===== config.mk =====
export PLATFORM = sky130hd
export DESIGN_NAME = lfsr_unit
export DESIGN_NICKNAME = d
export VERILOG_FILES = /design/src/rtl/lfsr_unit.sv
export SDC_FILE = /design/constraint.sdc
export NUM_CORES = 1
export LEC_CHECK = 0
export CAP_MARGIN = 25
export CORE_UTILIZATION = 36
export CTS_BUF_LIST = sky130_fd_sc_hd__clkbuf_8
export DETAILED_ROUTE_END_ITERATION = 12
export GPL_TIMING_DRIVEN = 0
export PLACE_DENSITY = 0.8
export SLEW_MARGIN = 10
export SYNTH_ARGS = -nofsm -noshare
export SYNTH_HDL_FRONTEND = slang
export SYNTH_SLANG_ARGS = --single-unit
export TNS_END_PERCENT = 1

===== constraint.sdc =====
create_clock -name clk -period 1.8 [get_ports clk]
set_input_delay 0.54 -clock clk [delete_from_list [all_inputs] [get_ports clk]]
set_output_delay 0.54 -clock clk [all_outputs]
set_load 0.05 [all_outputs]

===== src/rtl/lfsr_unit.sv =====
// Maximal-length Fibonacci LFSR: a combinational step function plus a clocked
// noise register with enable, seed load and lock-up recovery.
module lfsr_unit #(
   parameter int              WIDTH = 8,
   parameter longint unsigned SEED  = 1
) (
   input  logic             clk,
   input  logic             reset,
   input  logic [WIDTH-1:0] datain,
   output logic [WIDTH-1:0] dataout,
   input  logic             en,
   input  logic             load,
   input  logic [WIDTH-1:0] seed_in,
   output logic [WIDTH-1:0] state,
   output logic             bit_out
);

   generate
      if (WIDTH < 3 || WIDTH > 32) begin : g_bad_width
         $error("lfsr_unit: WIDTH must be in 3..32");
      end
      if (SEED == 0 || (SEED >> WIDTH) != 0) begin : g_bad_seed
         $error("lfsr_unit: SEED must be nonzero and fit in WIDTH bits");
      end
   endgenerate

   // Bit n-1 set for each 1-based tap n of the maximal-length polynomial.
   function automatic logic [31:0] tap_mask(input int w);
      case (w)
         3:       return 32'h0000_0006;
         4:       return 32'h0000_000C;
         5:       return 32'h0000_0014;
         6:       return 32'h0000_0030;
         7:       return 32'h0000_0060;
         8:       return 32'h0000_00B8;
         9:       return 32'h0000_0110;
         10:      return 32'h0000_0240;
         11:      return 32'h0000_0500;
         12:      return 32'h0000_0829;
         13:      return 32'h0000_100D;
         14:      return 32'h0000_2015;
         15:      return 32'h0000_6000;
         16:      return 32'h0000_D008;
         17:      return 32'h0001_2000;
         18:      return 32'h0002_0400;
         19:      return 32'h0004_0023;
         20:      return 32'h0009_0000;
         21:      return 32'h0014_0000;
         22:      return 32'h0030_0000;
         23:      return 32'h0042_0000;
         24:      return 32'h00E1_0000;
         25:      return 32'h0120_0000;
         26:      return 32'h0200_0023;
         27:      return 32'h0400_0013;
         28:      return 32'h0900_0000;
         29:      return 32'h1400_0000;
         30:      return 32'h2000_0029;
         31:      return 32'h4800_0000;
         32:      return 32'h8020_0003;
         default: return 32'h0000_0000;
      endcase
   endfunction

   localparam logic [31:0]      TAPS_ALL = tap_mask(WIDTH);
   localparam logic [WIDTH-1:0] TAPS     = TAPS_ALL[WIDTH-1:0];
   localparam logic [WIDTH-1:0] SEED_W   = WIDTH'(SEED);

   logic [WIDTH-1:0] comb_taps;
   logic [WIDTH-1:0] reg_taps;
   logic [WIDTH-1:0] state_step;
   logic [WIDTH-1:0] state_d;
   logic [WIDTH-1:0] state_q;

   for (genvar gi = 0; gi < WIDTH; gi++) begin : g_taps
      assign comb_taps[gi] = datain[gi]  & TAPS[gi];
      assign reg_taps[gi]  = state_q[gi] & TAPS[gi];
   end

   assign dataout    = {datain[WIDTH-2:0], ^comb_taps};
   assign state_step = {state_q[WIDTH-2:0], ^reg_taps};

   // Zero is the lock-up state; both load and step fall back to SEED instead.
   always_comb begin
      state_d = state_q;
      if (load) begin
         state_d = (seed_in == '0) ? SEED_W : seed_in;
      end else if (en) begin
         state_d = (state_q == '0) ? SEED_W : state_step;
      end
   end

   always_ff @(posedge clk) begin
      if (reset) begin
         state_q <= SEED_W;
      end else begin
         state_q <= state_d;
      end
   end

   assign state   = state_q;
   assign bit_out = state_q[WIDTH-1];

endmodule


==> results of run 1 <==
## metrics by stage
stage / hold WS [ns] / setup slack [ns] / power, mW / setup TNS [ns]
3_5_place_dp: 0.527 / -0.976 / 0.486 / -3.64
3_3_place_gp: 0.527 / -0.958 / 0.483 / -3.52
6_report: 0.539 / 0.0772 / 0.685 / 0
2_1_floorplan: 0.687 / 0.0195 / 0.391 / 0
5_1_grt: 0.550 / 0.0193 / 0.716 / 0
4_1_cts: 0.534 / 0.000152 / 0.696 / 0
## worst max path at each step
| stage | start | to | slack, ns | depth (start not counted) |
|---|---|---|---|---|
| after floorplan | datain[7] | dataout[0] | 0.02 | 2 |
| after global placement | datain[3] | dataout[0] | -0.96 | 4 |
| after detailed placement | datain[3] | dataout[0] | -0.98 | 4 |
| after CTS | datain[5] | dataout[0] | 0.0002 | 4 |
| after global routing | state[7] | bit_out | 0.02 | 1 |
| final | datain[5] | dataout[0] | 0.08 | 4 |
## layout make-up
cell class	count	area [um^2]	share of cell area [%]
Tap cell	15	18.8	2.09
Buffer	11	73.8	8.23
Timing Repair Buffer	30	250	27.9
Multi-Input combinational cell	39	345	38.5
Clock buffer	3	41.3	4.60
Inverter	2	7.51	0.837
Sequential cell	8	160	17.9
## worst reg2reg max path: stages, from the launching register on
cell      delay (ns)
dfxtp_1         0.33
inv_1           0.06
ha_1            0.13
or4b_4          0.47
o211ai_1        0.22
a21oi_1         0.09
## routing by layer
layer	wire, um	GRT usage, %	vias up	share of wire [%]
li1	-	-	270	-
met4	0	7.74	0	0
met5	0	0	-	0
met2	750	34.1	33	52
met1	548	18.6	258	38
met3	134	5.65	0	9.3
## power breakdown
part | total [mW] | internal, mW | switching (mW)
registers | 0.204 | 0.191 | 0.0133
logic | 0.268 | 0.113 | 0.155
clock network | 0.213 | 0.145 | 0.0684
total | 0.685 | 0.449 | 0.236
## synth_stat cells, types with 2 or more instances
cell type / instances / area share, %
buf_4: 8 / 11
xnor2_1: 2 / 3.1
buf_2: 2 / 1.8
nor2_1: 6 / 4.0
nor3b_1: 2 / 2.7
dfxtp_1: 8 / 28
inv_1: 2 / 1.3
mux2_2: 3 / 6.0
mux2i_1: 5 / 8.9
o211ai_1: 2 / 2.7
a21oi_1: 5 / 4.4
mux2_1: 2 / 4.0
## what timing repair did
action                                  in CTS  in global routing
setup buffers                                0                  0
resized for setup                           47                  3
endpoints found under the setup margin      17                  1
pin swaps                                    3                  3
## cell families (layout without fill, tap and decap cells)
logic type / count (synthesis) / after routing / share of synthesized area, %
compound gates: 10 / 10 / 12.0
xor+xnor: 4 / 4 / 8.87
fa+ha+maj: 1 / 1 / 2.22
buf+inv: 13 / 46 / 14.4
flops: 8 / 8 / 28.4
mux: 10 / 10 / 18.8
simple gates: 14 / 14 / 15.3
==> qor.log, run 1 <==
INFO  pwr            ir_drop=0.480mV
INFO  drt            routed_vias=561
INFO  cts            numCtsBuffers=3
INFO  synthesis      syn-num-nets=81
INFO  finish         drive_above_1_share=37.6%
INFO  setup_path     data_arrival_time_of_the_worst_path=1.18ns
INFO  finish         mostFrequentLayoutCell=buf_4
INFO  cts            worst_skew_pair.late_latency=0.23ns
INFO  finish         antennaDiodeCount=0
INFO  grt            wire_length_of_the_first_global_routing_pass=2420um
INFO  place          placed_area=891um^2
INFO  timing         hold_violations=0
INFO  grt            via_count_of_the_first_global_routing_pass=557
INFO  floorplan      die_height=41.6um
INFO  grt            maximum_number_of_pins_on_one_net_before_global_route_repair=11
INFO  finish         postLayoutCellArea=897um^2
INFO  synthesis      post_synth_inst_count=60
INFO  grt            grt.total_usage=18.4%
INFO  min_path       critical_hold_path_startpoint=state[5]
INFO  flow_run       maxCapViolations=0
INFO  pwr            power.leakage=0.422nW
INFO  place          place_hpwl=1080um
INFO  cts            tritoncts=done
INFO  min_path       hold-path-cell-count=2
INFO  synthesis      syn-mean-instance-area=9.40um^2
INFO  setup_path     regToRegSetupSlack=0.36ns
INFO  synthesis      post_synth_instance_area=564um^2
INFO  cts            cts_max_level=1
INFO  drt            post_route_drc_violation_count=0
INFO  synthesis      yosysWarningCount=0
INFO  drt            antenna_violating_nets_post_route=0
INFO  setup_path     worst-r2r-cell-count=5
INFO  setup_path     startpoint_type=primary input
INFO  setup_path     crit_path_frequent_cell=xnor2_2
INFO  setup_path     crit_path_max_incr_delay=0.21ns
INFO  timing         worst-slew-pin-transition=0.487ns
INFO  synthesis      synth-edff-count=0
INFO  finish         finalNetCount=116
INFO  timing         min_period=1.72ns
INFO  cts            clock_tree.root_cell=clkbuf_8
INFO  timing         relSlewSlack=67.7%
INFO  timing         report.final.setup_viol=0
INFO  drt            detailed_route_wire_length_per_cell=13.3um
INFO  setup_path     crit_path_class=in2out
INFO  pwr            power.density_cell_area=764mW/mm^2
INFO  finish         most-common-layout-cells=buf_4 (13), clkdlybuf4s50_1 (9), dlygate4sd2_1 (8), dfxtp_1 (8)
INFO  drt            drt-pass1-iter-count=4
INFO  drt            detail_route.iter0.violations=5
INFO  floorplan      fp.dieW=41.6um
INFO  floorplan      io_pins=37
INFO  floorplan      design.die.area=0.00173mm^2
INFO  drt            vias_per_cell=5.19
INFO  timing         final_min_period_over_clock_period=95.7%
INFO  setup_path     worstReg2RegStart=state[4]
INFO  place          buffer_ports.inserted=30
INFO  cts            hold_buffers=0
INFO  synthesis      most_used_flip_flop_cell_after_synthesis=dfxtp_1
INFO  floorplan      placement_rows=13
INFO  setup_path     cell_family_with_most_cp_delay=XOR/XNOR gates
INFO  finish         finish.utilization=64.9%
INFO  floorplan      floorplan.core_area=0.00138mm^2
INFO  setup_path     critical_path.max_fanout=2
INFO  grt            global_route.overflow_total=0
INFO  grt            grt_antenna_before_repair=0
INFO  finish         syn_to_final_growth=59.0%
INFO  setup_path     critical_path.cell_chain=clkbuf_2, xnor2_2, xnor2_2, buf_6
INFO  drt            wirelength=1430um
INFO  floorplan      initial_utilization=40.8%
INFO  setup_path     worst_path_max_delay_cell=xnor2_2
INFO  timing         rsz_0062_raised_after_global_routing=no
INFO  setup_path     worstPathRequired=1.26ns
INFO  setup_path     regToRegEndpoint=state[5]
INFO  cts            clkSlewWorstSetupHoldPaths=0.04ns
INFO  setup_path     cp.buffers_inverters=2
INFO  timing         slew_viol_final=0
INFO  finish         fillers=135
INFO  synthesis      post_synth_num_cell_types=25
INFO  place          gp_routability_congestion=0.779
INFO  cts            cts_num_sinks=8
INFO  min_path       hold_class=reg2reg
INFO  synthesis      synth_async_sr_flop_share=0%
INFO  cts            clockBufferDepth=2
INFO  outcome        outcome=finished, final reports clean
INFO  setup_path     setup_crit_end_kind=output pin
INFO  min_path       timing.hold.worst_endpoint=state[6]
INFO  synthesis      ys_ff_latch=8
INFO  synthesis      ys_seq_area_share=28.4%
INFO  timing         clock.fmax=0.580GHz
INFO  finish         largest_register_ff_count=8
INFO  finish         final-instance-count-excl-fill=108
INFO  place          dp_cells=105
INFO  timing         fin_worst_skew=0.00348ns
Note: power is estimated with default switching activity, not from simulation.
==> inputs of run 2 (changes only) <==
CAP_MARGIN = 15   (was 25)
==> results of run 2 <==
The final DEF is identical to that of run 1; final timing and power are the same.
==> inputs of run 3 (changes only) <==
==> constraint.sdc (replaced) <==
create_clock -name clk -period 1.8 [get_ports clk]
set_input_delay 0.18 -clock clk [delete_from_list [all_inputs] [get_ports clk]]
set_output_delay 0.18 -clock clk [all_outputs]
set_load 0.05 [all_outputs]
==> qor.log, run 3 (same netlist as run 1, synthesis figures left out) <==
INFO  drt            routed_vias=558 [-0.53%]
INFO  setup_path     cp.buffers_inverters=3 [+1]
INFO  setup_path     cell_family_with_most_cp_delay=buffers and inverters
INFO  pwr            ir_drop=0.496mV [+3.5%]
INFO  drt            detail_route.iter0.violations=4 [-1]
INFO  cts            worst_skew_pair.late_latency=0.22ns [about the same]
INFO  timing         min_period=1.76ns [+0.0377 ns]
INFO  finish         finalNetCount=116 [unchanged]
INFO  finish         final-instance-count-excl-fill=108 [unchanged]
INFO  floorplan      placement_rows=13 [unchanged]
INFO  place          gp_routability_congestion=0.773 [-0.76%]
INFO  finish         most-common-layout-cells=clkdlybuf4s50_1 (29), buf_4 (8), dfxtp_1 (8), nor2_1 (6)
INFO  floorplan      fp.dieW=41.6um [unchanged]
INFO  timing         report.final.setup_viol=0 [unchanged]
INFO  place          dp_cells=105 [unchanged]
INFO  setup_path     crit_path_max_incr_delay=0.78ns [+0.57 ns]
INFO  finish         largest_register_ff_count=8 [unchanged]
INFO  timing         rsz_0062_raised_after_global_routing=no
INFO  cts            clkSlewWorstSetupHoldPaths=0.04ns [about the same]
INFO  floorplan      io_pins=37 [unchanged]
INFO  place          placed_area=883um^2 [-0.84%]
INFO  timing         worst-slew-pin-transition=0.499ns [+0.0120 ns]
INFO  grt            wire_length_of_the_first_global_routing_pass=2300um [-4.6%]
INFO  setup_path     data_arrival_time_of_the_worst_path=1.58ns [+0.40 ns]
INFO  setup_path     startpoint_type=primary input
INFO  grt            grt.total_usage=17.4% [-0.97 points]
INFO  finish         syn_to_final_growth=63.6%
INFO  timing         clock.fmax=0.568GHz [-2.1%]
INFO  finish         antennaDiodeCount=0 [unchanged]
INFO  timing         final_critical_path_setup_slack=0.0395ns [-0.0377 ns]
INFO  floorplan      floorplan.core_area=0.00138mm^2 [unchanged]
INFO  floorplan      initial_utilization=40.8% [unchanged]
INFO  setup_path     setup_crit_end_kind=output pin
INFO  setup_path     critical_path.max_fanout=2 [unchanged]
INFO  outcome        outcome=finished, final reports clean
INFO  cts            cts_max_level=1 [unchanged]
INFO  setup_path     worstPathRequired=1.62ns [+0.36 ns]
INFO  place          dp_slack=-0.208ns [+0.768 ns]
INFO  drt            antenna_violating_nets_post_route=0 [unchanged]
INFO  timing         hold_violations=0 [unchanged]
INFO  setup_path     critical_path.cell_chain=clkdlybuf4s50_1, buf_4, clkdlybuf4s50_1
INFO  finish         fillers=126 [-6.7%]
INFO  cts            clockBufferDepth=2 [unchanged]
INFO  pwr            power.density_cell_area=746mW/mm^2 [-2.3%]
INFO  drt            wirelength=1330um [-7.5%]
INFO  timing         final_min_period_over_clock_period=97.8% [+2.1 points]
INFO  place          place_hpwl=1030um [-4.5%]
INFO  floorplan      die_height=41.6um [unchanged]
INFO  setup_path     crit_path_class=in2out
INFO  pwr            power.leakage=0.378nW [-11%]
INFO  finish         postLayoutCellArea=923um^2 [+2.9%]
INFO  timing         relSlewSlack=66.6% [-1.0 points]
INFO  grt            via_count_of_the_first_global_routing_pass=535 [-3.9%]
INFO  timing         fin_setup_tns=0ns [unchanged]
INFO  finish         mostFrequentLayoutCell=clkdlybuf4s50_1
INFO  drt            drt-pass1-iter-count=2 [-2]
INFO  setup_path     crit_path_frequent_cell=clkdlybuf4s50_1
INFO  drt            detailed_route_wire_length_per_cell=12.3um [-7.5%]
INFO  setup_path     worst_path_max_delay_cell=clkdlybuf4s50_1
INFO  grt            grt_antenna_before_repair=0 [unchanged]
INFO  drt            vias_per_cell=5.17 [-0.53%]
INFO  cts            cts_num_sinks=8 [unchanged]
INFO  cts            hold_buffers=0 [unchanged]
INFO  grt            global_route.overflow_total=0 [unchanged]
INFO  floorplan      design.die.area=0.00173mm^2 [unchanged]
INFO  cts            tritoncts=done
INFO  min_path       hold_class=in2reg
INFO  drt            post_route_drc_violation_count=0 [unchanged]
INFO  flow_run       maxCapViolations=0 [unchanged]
INFO  finish         drive_above_1_share=20.4% [-17 points]
INFO  place          buffer_ports.inserted=30 [unchanged]
INFO  grt            maximum_number_of_pins_on_one_net_before_global_route_repair=11 [unchanged]
INFO  timing         slew_viol_final=0 [unchanged]
INFO  timing         fin_worst_skew=0.00108ns [-0.00241 ns]
INFO  cts            clock_tree.root_cell=clkbuf_8
INFO  cts            numCtsBuffers=3 [unchanged]
[run 3: cell count changes in the layout (fill, tap and decap cells not counted), sizes merged]
cell	change
clkdlybuf4s50	+20
buf	-10
dlygate4sd2	-7
clkbuf	-2
clkdlybuf4s15	-1
[run 3: report_power, final]
group	switching, mW	total [mW]	internal [mW]	leakage (nW)
combinational	0.149	0.271	0.122	0.290
clock	0.0689	0.214	0.145	0.0216
sequential	0.0133	0.204	0.191	0.0662
total	0.231	0.689	0.457	0.378
[run 3: what timing repair did]
action	4_1_cts	5_1_grt
endpoints found under the hold margin	0	0
setup buffers	0	0
setup endpoints to repair	1	0
gates resized for setup	1	0
[run 3: per-stage QoR]
step | utilization [%] | total power, mW | hold slack, ns
after floorplan | - | 0.386 | 0.327
after global placement | 63.9 | 0.479 | 0.525
after detailed placement | 63.9 | 0.482 | 0.532
after CTS | 66.8 | 0.699 | 0.308
after global routing | 66.8 | 0.722 | 0.332
final | 66.8 | 0.689 | 0.308
[run 3: per-layer routing]
metal,up-vias,share of wire [%],GRT usage (%)
met5,-,0,0
met1,252,40,18.7
met3,2,10,5.22
met2,33,48,29.1
li1,271,-,-
met4,0,1.1,11.6
[run 3: layout make-up]
class / instances / area [um^2] / share of cell area, %
clock buffer: 3 / 41.3 / 4.47
tap: 15 / 18.8 / 2.03
timing repair buffer: 30 / 299 / 32.4
buffer: 11 / 73.8 / 7.99
multi-input combinational: 39 / 323 / 35.0
inverter: 2 / 7.51 / 0.813
sequential: 8 / 160 / 17.3
[run 3: final timing paths]
check	from	endpoint	slack, ns	depth (start not counted)
worst max-delay path	datain[3]	dataout[4]	0.04	3
worst min-delay path	reset	state[3]	0.31	2
worst max register to register	state[4]	state[0]	0.39	5
worst min register to register	state[5]	state[6]	0.54	2
